--- config.mk ---
export PLATFORM = sky130hd
export DESIGN_NAME = uart_tx_fifo_flat
export DESIGN_NICKNAME = d
export VERILOG_FILES = /design/src/rtl/uart_tx_fifo_pkg.sv /design/src/rtl/uart_tx_fifo_if.sv /design/src/rtl/uart_sync_fifo.sv /design/src/rtl/uart_tx_fifo.sv /design/src/flat_wrapper.sv
export SDC_FILE = /design/constraint.sdc
export NUM_CORES = 1
export LEC_CHECK = 0
export ABC_AREA = 1
export BUFFER_PORTS_ARGS = -buffer_cell sky130_fd_sc_hd__buf_2
export CORE_UTILIZATION = 55
export DETAILED_ROUTE_END_ITERATION = 7
export HOLD_SLACK_MARGIN = 0.05
export PLACE_DENSITY = 0.8
export REMOVE_ABC_BUFFERS = 1
export SLEW_MARGIN = 20
export SYNTH_ARGS = -nofsm -noshare
export SYNTH_HDL_FRONTEND = slang
export SYNTH_SLANG_ARGS = --single-unit
--- constraint.sdc ---
create_clock -name clk -period 2.1 [get_ports clk]
set_input_delay 0.21 -clock clk [delete_from_list [all_inputs] [get_ports clk]]
set_output_delay 0.21 -clock clk [all_outputs]
set_load 0.05 [all_outputs]
--- src/rtl/uart_tx_fifo_pkg.sv ---
// Shared UART constants and the transmit-side FSM state type.
// Latency/backpressure: none (declarations only).
package uart_pkg;

  localparam int UART_DATA_W   = 8;
  localparam int TICKS_PER_BIT = 16;

  typedef enum logic [1:0] {
    ST_IDLE  = 2'd0,
    ST_START = 2'd1,
    ST_WAIT  = 2'd2
  } tx_state_t;

  function automatic logic state_busy(input tx_state_t s);
    return s != ST_IDLE;
  endfunction

endpackage

--- src/rtl/uart_tx_fifo_if.sv ---
// Host write port plus transmitter handshake, bundled for uart_tx_fifo.
// master = host/transmitter side, slave = the buffering block.
interface uart_tx_fifo_if #(
  parameter int DATA_W     = 8,
  parameter int DEPTH_LOG2 = 4
) ();

  logic                  wr_en;
  logic [DATA_W-1:0]     wr_data;
  logic                  full;
  logic                  empty;
  logic [DEPTH_LOG2:0]   level;
  logic                  tx_start;
  logic [DATA_W-1:0]     tx_data;
  logic                  tx_done_tick;
  logic                  busy;
  logic                  ovf;
  logic                  ovf_clr;

  modport master (
    output wr_en, wr_data, tx_done_tick, ovf_clr,
    input  full, empty, level, tx_start, tx_data, busy, ovf
  );

  modport slave (
    input  wr_en, wr_data, tx_done_tick, ovf_clr,
    output full, empty, level, tx_start, tx_data, busy, ovf
  );

endinterface

--- src/rtl/uart_sync_fifo.sv ---
// Synchronous FIFO: registered level/flags, combinational head read; 1-cycle push-to-visible.
// Push while full and pop while empty are ignored; full is judged before any same-cycle pop.
module uart_sync_fifo #(
  parameter int DATA_W     = 8,
  parameter int DEPTH_LOG2 = 4
) (
  input  logic                 clk,
  input  logic                 reset_n,
  input  logic                 push,
  input  logic [DATA_W-1:0]    wr_data,
  input  logic                 pop,
  output logic [DATA_W-1:0]    rd_data,
  output logic [DEPTH_LOG2:0]  level,
  output logic                 full,
  output logic                 empty
);

  localparam int DEPTH = 1 << DEPTH_LOG2;
  localparam logic [DEPTH_LOG2:0] FULL_LEVEL = (DEPTH_LOG2 + 1)'(DEPTH);

  logic [DATA_W-1:0]     mem [DEPTH];
  logic [DEPTH_LOG2-1:0] wr_ptr;
  logic [DEPTH_LOG2-1:0] rd_ptr;
  logic                  push_ok;
  logic                  pop_ok;

  assign full    = (level == FULL_LEVEL);
  assign empty   = (level == '0);
  assign push_ok = push && !full;
  assign pop_ok  = pop && !empty;
  assign rd_data = mem[rd_ptr];

  // Storage is deliberately left out of reset.
  always_ff @(posedge clk) begin
    if (push_ok) begin
      mem[wr_ptr] <= wr_data;
    end
  end

  always_ff @(posedge clk or negedge reset_n) begin
    if (!reset_n) begin
      wr_ptr <= '0;
      rd_ptr <= '0;
      level  <= '0;
    end else begin
      if (push_ok) begin
        wr_ptr <= wr_ptr + 1'b1;
      end
      if (pop_ok) begin
        rd_ptr <= rd_ptr + 1'b1;
      end
      case ({push_ok, pop_ok})
        2'b10:   level <= level + 1'b1;
        2'b01:   level <= level - 1'b1;
        default: level <= level;
      endcase
    end
  end

endmodule

--- src/rtl/uart_tx_fifo.sv ---
// Byte FIFO feeding a UART transmitter one frame at a time; tx_start one edge after the pop edge.
// Host drops words when full (sticky ovf only with UART_TX_FIFO_OVF_EN); tx_data held through each frame.
module uart_tx_fifo
  import uart_pkg::*;
#(
  parameter int DATA_W     = UART_DATA_W,
  parameter int DEPTH_LOG2 = 4
) (
  input  logic              clk,
  input  logic              reset_n,
  uart_tx_fifo_if.slave     bus
);

  tx_state_t             state;
  tx_state_t             state_next;
  logic                  pop;
  logic [DATA_W-1:0]     fifo_rd_data;
  logic [DEPTH_LOG2:0]   fifo_level;
  logic                  fifo_full;
  logic                  fifo_empty;
  logic [DATA_W-1:0]     tx_data_q;

  uart_sync_fifo #(
    .DATA_W     (DATA_W),
    .DEPTH_LOG2 (DEPTH_LOG2)
  ) u_fifo (
    .clk     (clk),
    .reset_n (reset_n),
    .push    (bus.wr_en),
    .wr_data (bus.wr_data),
    .pop     (pop),
    .rd_data (fifo_rd_data),
    .level   (fifo_level),
    .full    (fifo_full),
    .empty   (fifo_empty)
  );

  always_ff @(posedge clk or negedge reset_n) begin
    if (!reset_n) begin
      state <= ST_IDLE;
    end else begin
      state <= state_next;
    end
  end

  // tx_done_tick only matters in WAIT; it is dropped in IDLE and START.
  always_comb begin
    state_next = state;
    case (state)
      ST_IDLE:  if (!fifo_empty) state_next = ST_START;
      ST_START: state_next = ST_WAIT;
      ST_WAIT:  if (bus.tx_done_tick) state_next = ST_IDLE;
      default:  state_next = ST_IDLE;
    endcase
  end

  always_comb begin
    pop          = (state == ST_IDLE) && !fifo_empty;
    bus.tx_start = (state == ST_START);
    bus.busy     = state_busy(state);
  end

  // The transmitter samples data bits live, so this register only moves on the pop edge.
  always_ff @(posedge clk or negedge reset_n) begin
    if (!reset_n) begin
      tx_data_q <= '0;
    end else if (pop) begin
      tx_data_q <= fifo_rd_data;
    end
  end

  assign bus.tx_data = tx_data_q;
  assign bus.level   = fifo_level;
  assign bus.full    = fifo_full;
  assign bus.empty   = fifo_empty;

`ifdef UART_TX_FIFO_OVF_EN
  logic ovf_q;

  // A rejected push in the same cycle as a clear keeps the flag set.
  always_ff @(posedge clk or negedge reset_n) begin
    if (!reset_n) begin
      ovf_q <= 1'b0;
    end else if (bus.wr_en && fifo_full) begin
      ovf_q <= 1'b1;
    end else if (bus.ovf_clr) begin
      ovf_q <= 1'b0;
    end
  end

  assign bus.ovf = ovf_q;
`else
  assign bus.ovf = 1'b0;
`endif

endmodule

--- src/flat_wrapper.sv ---
// flat-port wrapper written by rule: the top's interface ports become plain ports
module uart_tx_fifo_flat import uart_pkg::*;
#(
  parameter int DATA_W     = UART_DATA_W,
  parameter int DEPTH_LOG2 = 4
)
  (clk, reset_n, bus_wr_en, bus_wr_data, bus_tx_done_tick, bus_ovf_clr, bus_full, bus_empty, bus_level, bus_tx_start, bus_tx_data, bus_busy, bus_ovf);
  uart_tx_fifo_if #(.DATA_W(DATA_W), .DEPTH_LOG2(DEPTH_LOG2)) bus_i ();
  input  logic clk;
  input  logic reset_n;
  input wire logic [$bits(bus_i.wr_en)-1:0] bus_wr_en;
  input wire logic [$bits(bus_i.wr_data)-1:0] bus_wr_data;
  input wire logic [$bits(bus_i.tx_done_tick)-1:0] bus_tx_done_tick;
  input wire logic [$bits(bus_i.ovf_clr)-1:0] bus_ovf_clr;
  output wire logic [$bits(bus_i.full)-1:0] bus_full;
  output wire logic [$bits(bus_i.empty)-1:0] bus_empty;
  output wire logic [$bits(bus_i.level)-1:0] bus_level;
  output wire logic [$bits(bus_i.tx_start)-1:0] bus_tx_start;
  output wire logic [$bits(bus_i.tx_data)-1:0] bus_tx_data;
  output wire logic [$bits(bus_i.busy)-1:0] bus_busy;
  output wire logic [$bits(bus_i.ovf)-1:0] bus_ovf;
  assign bus_i.wr_en = bus_wr_en;
  assign bus_i.wr_data = bus_wr_data;
  assign bus_i.tx_done_tick = bus_tx_done_tick;
  assign bus_i.ovf_clr = bus_ovf_clr;
  assign bus_full = bus_i.full;
  assign bus_empty = bus_i.empty;
  assign bus_level = bus_i.level;
  assign bus_tx_start = bus_i.tx_start;
  assign bus_tx_data = bus_i.tx_data;
  assign bus_busy = bus_i.busy;
  assign bus_ovf = bus_i.ovf;
  uart_tx_fifo #(.DATA_W(DATA_W), .DEPTH_LOG2(DEPTH_LOG2)) u_core (.clk(clk), .reset_n(reset_n), .bus(bus_i));
endmodule
==> results of run 1 <==
[logic make-up after synthesis]
logic type      Yosys count  share of synthesized area (%)
xor+xnor                  9                           1.17
other cells               1                         0.0555
flops                   151                           65.4
buf+inv                 152                           9.34
simple gates            356                           21.8
compound gates            8                          0.686
fa+ha+maj                 8                           1.48
[how the worst max path moves through the flow]
| stage | endpoint | slack [ns] | depth (start not counted) |
|---|---|---|---|
| 2_1_floorplan | u_core.bus.tx_data[0]$_DFFE_PN0P_ | -0.52 | 9 |
| 3_3_place_gp | u_core.u_fifo.level[4]$_DFFE_PN0P_ | 0.10 | 15 |
| 3_5_place_dp | u_core.u_fifo.level[4]$_DFFE_PN0P_ | 0.06 | 14 |
| 5_1_grt | u_core.u_fifo.level[4]$_DFFE_PN0P_ | -0.03 | 15 |
| 4_1_cts | u_core.u_fifo.level[4]$_DFFE_PN0P_ | 0.03 | 14 |
| 6_report | u_core.u_fifo.level[4]$_DFFE_PN0P_ | 0.16 | 15 |
[cells in the mapped netlist (2+ instances only)]
library cell and n:
buf_2 18, buf_4 8, clkinv_1 2, dfrtp_1 23, edfxtp_1 128, ha_1 8, inv_1 120, inv_2 2
nand2_1 229, nand3_1 103, nand4_1 2, nor2_1 21, o21ai_0 5, xor2_1 8
[per-stage QoR]
step	power, mW	TNS, ns	hold WS, ns
finish	11.5	0	0.202
global route	12.1	-0.0306	0.203
CTS	11.4	0	0.193
detailed placement	8.36	0	0.231
global placement	8.19	0	0.223
floorplan	6.92	-5.89	-0.0856
[per-layer routing]
layer	track usage [%]	share of wire (%)	vias to the layer above
li1	-	-	2279
met1	33.8	39	2319
met2	41.7	50	235
met3	4.45	8.3	23
met4	10.4	2.1	0
met5	0	0	-
[final cells by class]
| cell class | instances | area (um^2) |
|---|---|---|
| flip-flops and latches | 151 | 4420 |
| clock buffers | 22 | 464 |
| repair buffers | 60 | 410 |
| fillers | 879 | 4220 |
| inverters | 124 | 465 |
| well taps | 147 | 184 |
| clock inverters | 10 | 128 |
| multi-input cells | 382 | 1720 |
[power by group through the flow]
stage | sequential (mW) | clock, mW | combinational (mW)
final | 4.00 | 3.03 | 4.46
after global routing | 4.04 | 3.19 | 4.90
after CTS | 3.99 | 3.05 | 4.40
after detailed placement | 4.04 | 0 | 4.32
after global placement | 4.02 | 0 | 4.17
after floorplan | 4.61 | 0 | 2.30
[what timing repair did]
action                                  in CTS  in global routing
endpoints found under the hold margin       24                  0
gates resized for setup                      0                  5
hold buffers                                 2                  0
endpoints found under the setup margin       0                  3
[flip-flops by register name (all words and copies together) (netlist names)]
register	count
u_core.u_fifo.mem	128
u_core.bus.tx_data	8
u_core.u_fifo.level	5
u_core.u_fifo.rd_ptr	4
u_core.u_fifo.wr_ptr	4
u_core.state	2
[cells in the final DEF, fill, tap and decap left out, types with 2 or more instances in the layout]
cell type,synthesis,layout
buf_12,0,2
clkbuf_1,1,3
buf_4,8,28
clkinv_2,0,5
clkinv_1,2,3
xor2_1,8,7
dfrtp_1,23,22
dlygate4sd3_1,0,2
clkbuf_8,0,2
nand3_1,103,103
o21ai_0,5,5
clkbuf_16,0,17
edfxtp_1,128,128
inv_2,2,2
inv_1,120,120
nand2_1,229,229
bufinv_16,0,3
buf_2,18,28
ha_1,8,7
nor2_1,21,20
nand4_1,2,2
==> impl_results.md, run 1 <==
* Final Util at 64.9%
* Dominant cells by area after synthesis: edfxtp_1 (57%), nand2_1 (13%), dfrtp_1 (8.5%)
* Main synth FF type: edfxtp_1
* RSZ-0062 raised after global routing: true
* DRT antenna net count at 0
* Maximum vdd drop at 0.664 mV
* Initial Util at 56.2%
* Post-detailed-route DRC marker count at 0
* DIE WIDTH at 113 um
* Setup Buffers After CTS at 0
* Count of pins over their slew limit at 0
* Skew-Pair Late Insertion Delay at 0.42 ns
* First-pass GRT wire length at 23.8 mm
* Nets at 757
* WP data required at 2.41 ns
* Combinational fraction of design power at 38.8%
* Startpoint Class: register
* Critical path's slowest cell: dfrtp_1
* Final period util at 92.2%
* Count of final setup violators at 0
* Crit path capture type: register
* Row count at 40
* Crit Path Class: reg -> reg
* Worst-margin pin slew at 0.629 ns
* Die area at 12,700 um^2
* Worst setup margin at 0.164 ns
* Buf/Inv on CP at 2
* Internal power at 6.99 mW
* Hpwl dp at 9.16 mm
* Synth-to-Final Area Change at 15.4%
* Synth warn at 0
* Worst path most repeated cell: nand2_1
* Clk_skew at 0.00747 ns
* Number of flops mapped to enable cells by yosys at 128
* Largest net degree at the start of global routing at 49
* Syn Area/Cell at 9.86 um^2
* Max stage delay on crit path at 0.40 ns
* P_sw at 4.51 mW
* Pre-antenna DRT Iters at 7
* Initial antenna violation count at 0
* Switching part of the total at 39.2%
* Number of global-route vias before repair at 4,659
* Worst Setup SP: u_core.u_fifo.level[2]$_DFFE_PN0P_
* F_max at 517 MHz
* Family with the most delay on the worst path: simple AND/OR/NAND/NOR gates
* Total GRT Usage at 25.4%
* DP Area at 7160 um^2
* Grt total ovfl at 0
* Tmin final at 1.94 ns
* TritonCTS Buffers at 17
* Cell area after layout at 7790 um^2
* Worst setup slack after placement at 0.0609 ns
* Layout cells sized above 1 at 12.3%
* Max clock buf depth at 2
* Critical Path AT at 2.24 ns
* Clock-pin slew on the worst setup and hold paths at 0.06 ns
* Crit Reg-Reg Startpoint: u_core.u_fifo.level[2]$_DFFE_PN0P_
* FF-to-FF path depth at 15
* Post-synthesis sequential area ratio at 65.4%
* CORE AREA at 12,000 um^2
* Drt wl/cell at 16.7 um
* Worst Path Max Fanout at 3
* Synth unique cells at 22
* Pwr/cell area at 1480 nW/um^2
* Min-delay src: bus_wr_data[3]
* Clock Tree Root: clkbuf_16
* Asr flop ratio synth at 15.2%
* CP cell instances: nor2_4 -> nand4_1 -> nand2_1 -> inv_1 -> ha_2 -> xor2_2 -> ha_1 -> inv_1 -> nand2_1 -> nand3_1 -> nand2_1 -> nand2_1 -> nand2_1 -> nand2_1 -> nand2_1
* Slew HR at 58.0%
* Clock power frac at 26.4%
* H-tree Lvls at 4
* Hold path cells at 1
* CTS Sinks at 151
* Sequential share of power at 34.8%
* Hold WC Path Type: in -> reg
* Die Ht at 113 um
* 1st-iter DRT viols at 591
* Worst hold endpoint: u_core.u_fifo.mem[1][3]$_DFFE_PP_
* Drt via density at 5.42
* Final Hold Viols at 0
* Mapped Cells at 685
* Port Buf Inserts at 28
* Pleak at 3.60 nW
* Synth Cell Area at 6750 um^2
* Placed instance count at 862
* Placer Congestion at 0.851
* DR vias at 4,856
* Antenna diode count at 0
* CTS tree: yes
* Io pins at 31
* Reg2reg end: u_core.u_fifo.level[4]$_DFFE_PN0P_
* Synth Register Bits at 151
* Non-filler cells in the finished layout at 896
* Minimum setup slack among reg-to-reg paths at 0.16 ns
* Outcome: completed
* Final wirelength at 15.0 mm
* Cell taking the most area after synthesis: edfxtp_1
* Yosys top cell area share at 56.9%
* Max Cap Viol at 0
Note: power is estimated with default switching activity, not from simulation.
==> run 2, diff against run 1 <==
--- a/config.mk
+++ b/config.mk
@@ -10,7 +10,7 @@
 export CORE_UTILIZATION = 55
 export DETAILED_ROUTE_END_ITERATION = 7
 export HOLD_SLACK_MARGIN = 0.05
-export PLACE_DENSITY = 0.8
+export PLACE_DENSITY = 0.78
 export REMOVE_ABC_BUFFERS = 1
 export SLEW_MARGIN = 20
 export SYNTH_ARGS = -nofsm -noshare
==> constraint.sdc (replaced) <==
create_clock -name clk -period 2.38 [get_ports clk]
set_input_delay 0.238 -clock clk [delete_from_list [all_inputs] [get_ports clk]]
set_output_delay 0.238 -clock clk [all_outputs]
set_load 0.05 [all_outputs]
==> impl_results.md, run 2 (synthesized netlist as in run 1, its figures left out) <==
* Tmin final at 2.18 ns
* Final wirelength at 14.9 mm
* Clock-pin slew on the worst setup and hold paths at 0.06 ns
* Count of final setup violators at 0
* Routing usage on met2 at 40.8%
* Drt wl/cell at 16.7 um
* TritonCTS Buffers at 17
* CTS tree: yes
* Hpwl dp at 9.20 mm
* Port Buf Inserts at 28
* Row count at 40
* WP data required at 2.69 ns
* Maximum vdd drop at 0.802 mV
* Total GRT Usage at 24.8%
* Final Util at 64.1%
* PnR Total Power at 9.95 mW
* Max stage delay on crit path at 0.44 ns
* Most frequent cells in the layout: nand2_1 (228), edfxtp_1 (128), inv_1 (120), nand3_1 (103), buf_2 (28)
* RSZ-0062 raised after global routing: false
* Die Ht at 113 um
* Fill count at 904
* Slew HR at 59.2%
* GR Util met3 at 5.03%
* CORE AREA at 12,000 um^2
* CP cell instances: nor2_2 -> nand4_1 -> nand2_2 -> ha_2 -> xor2_1 -> ha_1 -> inv_1 -> nand2_1 -> nand3_1 -> nand3_1 -> nand2_1 -> nand2_1 -> nand2_1
* Final Hold Viols at 0
* Combinational fraction of design power at 38.5%
* Skew-Pair Late Insertion Delay at 0.42 ns
* Nets at 750
* F_max at 458 MHz
* P_sw at 4.02 mW
* Clock power frac at 26.1%
* Number of global-route vias before repair at 4,565
* Initial antenna violation count at 0
* H-tree Lvls at 4
* Met1 Usage GRT at 31.4%
* Drt via density at 5.31
* Non-filler cells in the finished layout at 889
* Register area at 4420 um^2
* Crit Path Class: reg -> reg
* GRT busiest layer: met2
* Antenna diode count at 0
* Count of pins over their slew limit at 0
* Pwr/cell area at 1290 nW/um^2
* Final period util at 91.7%
* Initial Util at 56.2%
* Max Cap Viol at 0
* Max clock buf depth at 2
* Critical path's slowest cell: dfrtp_1
* Outcome: completed
* Largest net degree at the start of global routing at 67
* Area taken by multi-input logic gates at 1710 um^2
* 1st-iter DRT viols at 412
* Pre-antenna DRT Iters at 6
* Critical Path AT at 2.50 ns
* Worst-margin pin slew at 0.611 ns
* Placed instance count at 855
* Hold WC Path Type: in -> reg
* WHS at 0.172 ns
* Crit path capture type: register
* Post-detailed-route DRC marker count at 0
* Pleak at 3.53 nW
* Max reg flops at 128
* Startpoint Class: register
* First-pass GRT wire length at 23.3 mm
* Worst path most repeated cell: nand2_1
* DR vias at 4,721
* Setup Buffers After CTS at 0
* Worst Path Max Fanout at 5
* Most flops, register: u_core.u_fifo.mem
* Clk_skew at 0.00832 ns
* Die area at 12,700 um^2
* DRT antenna net count at 0
* Placer Congestion at 0.943
* Layout cells sized above 1 at 11.7%
* Internal power at 5.92 mW
* Grt total ovfl at 0
* Sequential share of power at 35.4%
* Clock Tree Root: clkbuf_16
* Synth-to-Final Area Change at 14.1%
* Io pins at 31
* Minimum setup slack among reg-to-reg paths at 0.20 ns
* DIE WIDTH at 113 um
* Commonest non-fill, non-tap cell in the layout: nand2_1
* CTS Sinks at 151
* Switching part of the total at 40.4%
[run 2: cell types whose count changed in the layout (fill, tap and decap cells not counted), sizes merged]
cell      change
clkinvlp      +4
bufinv        -1
clkinv        -3
buf           -7
clkbuf        -4
inv           +4
[run 2: path summary, 6_finish.rpt]
| kind | cells past startpoint | endpoint | start |
|---|---|---|---|
| worst max-delay path | 13 | u_core.u_fifo.level[4]$_DFFE_PN0P_ | u_core.u_fifo.level[2]$_DFFE_PN0P_ |
| worst min-delay path | 3 | u_core.u_fifo.wr_ptr[0]$_DFFE_PN0P_ | bus_wr_en |
| worst max register to register | 13 | u_core.u_fifo.level[4]$_DFFE_PN0P_ | u_core.u_fifo.level[2]$_DFFE_PN0P_ |
| worst min register to register | 2 | u_core.bus.tx_data[4]$_DFFE_PN0P_ | u_core.bus.tx_data[4]$_DFFE_PN0P_ |
| max in group asynchronous | 2 | u_core.u_fifo.rd_ptr[0]$_DFFE_PN0P_ | reset_n |
| min in group asynchronous | 2 | u_core.bus.tx_data[2]$_DFFE_PN0P_ | reset_n |
[run 2: metal layers]
metal	share of wire (%)	wire length, um
met5	0	0
met4	3.1	457
met3	8.5	1260
met2	50	7360
met1	39	5770
[run 2: per-stage QoR]
stage,setup slack (ns),TNS [ns],instance area (um^2)
after CTS,0.102,0,7690
after floorplan,-0.240,-2.26,6590
after detailed placement,0.123,0,7100
final,0.198,0,7700
after global placement,0.261,0,7100
after global routing,0.00909,0,7700
[run 2: area by class of cell]
| cell class | instances | share of cell area, % |
|---|---|---|
| clock inverters | 14 | 1.92 |
| flip-flops and latches | 151 | 57.4 |
| multi-input cells | 382 | 22.2 |
| well taps | 147 | 2.39 |
| clock buffers | 18 | 5.57 |
| repair buffers | 53 | 4.48 |
| inverters | 124 | 6.04 |
[run 2: power by group through the flow]
stage / registers [mW] / clock network [mW] / logic [mW]
after floorplan: 4.07 / 0 / 2.03
after global routing: 3.56 / 2.72 / 4.20
after CTS: 3.51 / 2.62 / 3.80
final: 3.52 / 2.60 / 3.83
after global placement: 3.54 / 0 / 3.62
after detailed placement: 3.56 / 0 / 3.74
[run 2: worst max-delay path, delay by kind of cell (launching register included)]
kind | cells | cell delay, ns
buf+inv | 1 | 0.04
simple gates | 9 | 0.96
fa+ha+maj | 2 | 0.44
xor+xnor | 1 | 0.20
flops | 1 | 0.44
[run 2: what timing repair did]
action | in CTS | in global routing
hold buffers | 2 | 0
setup endpoints to repair | 0 | 2
gates resized for setup | 0 | 3
hold endpoints to repair | 24 | 0
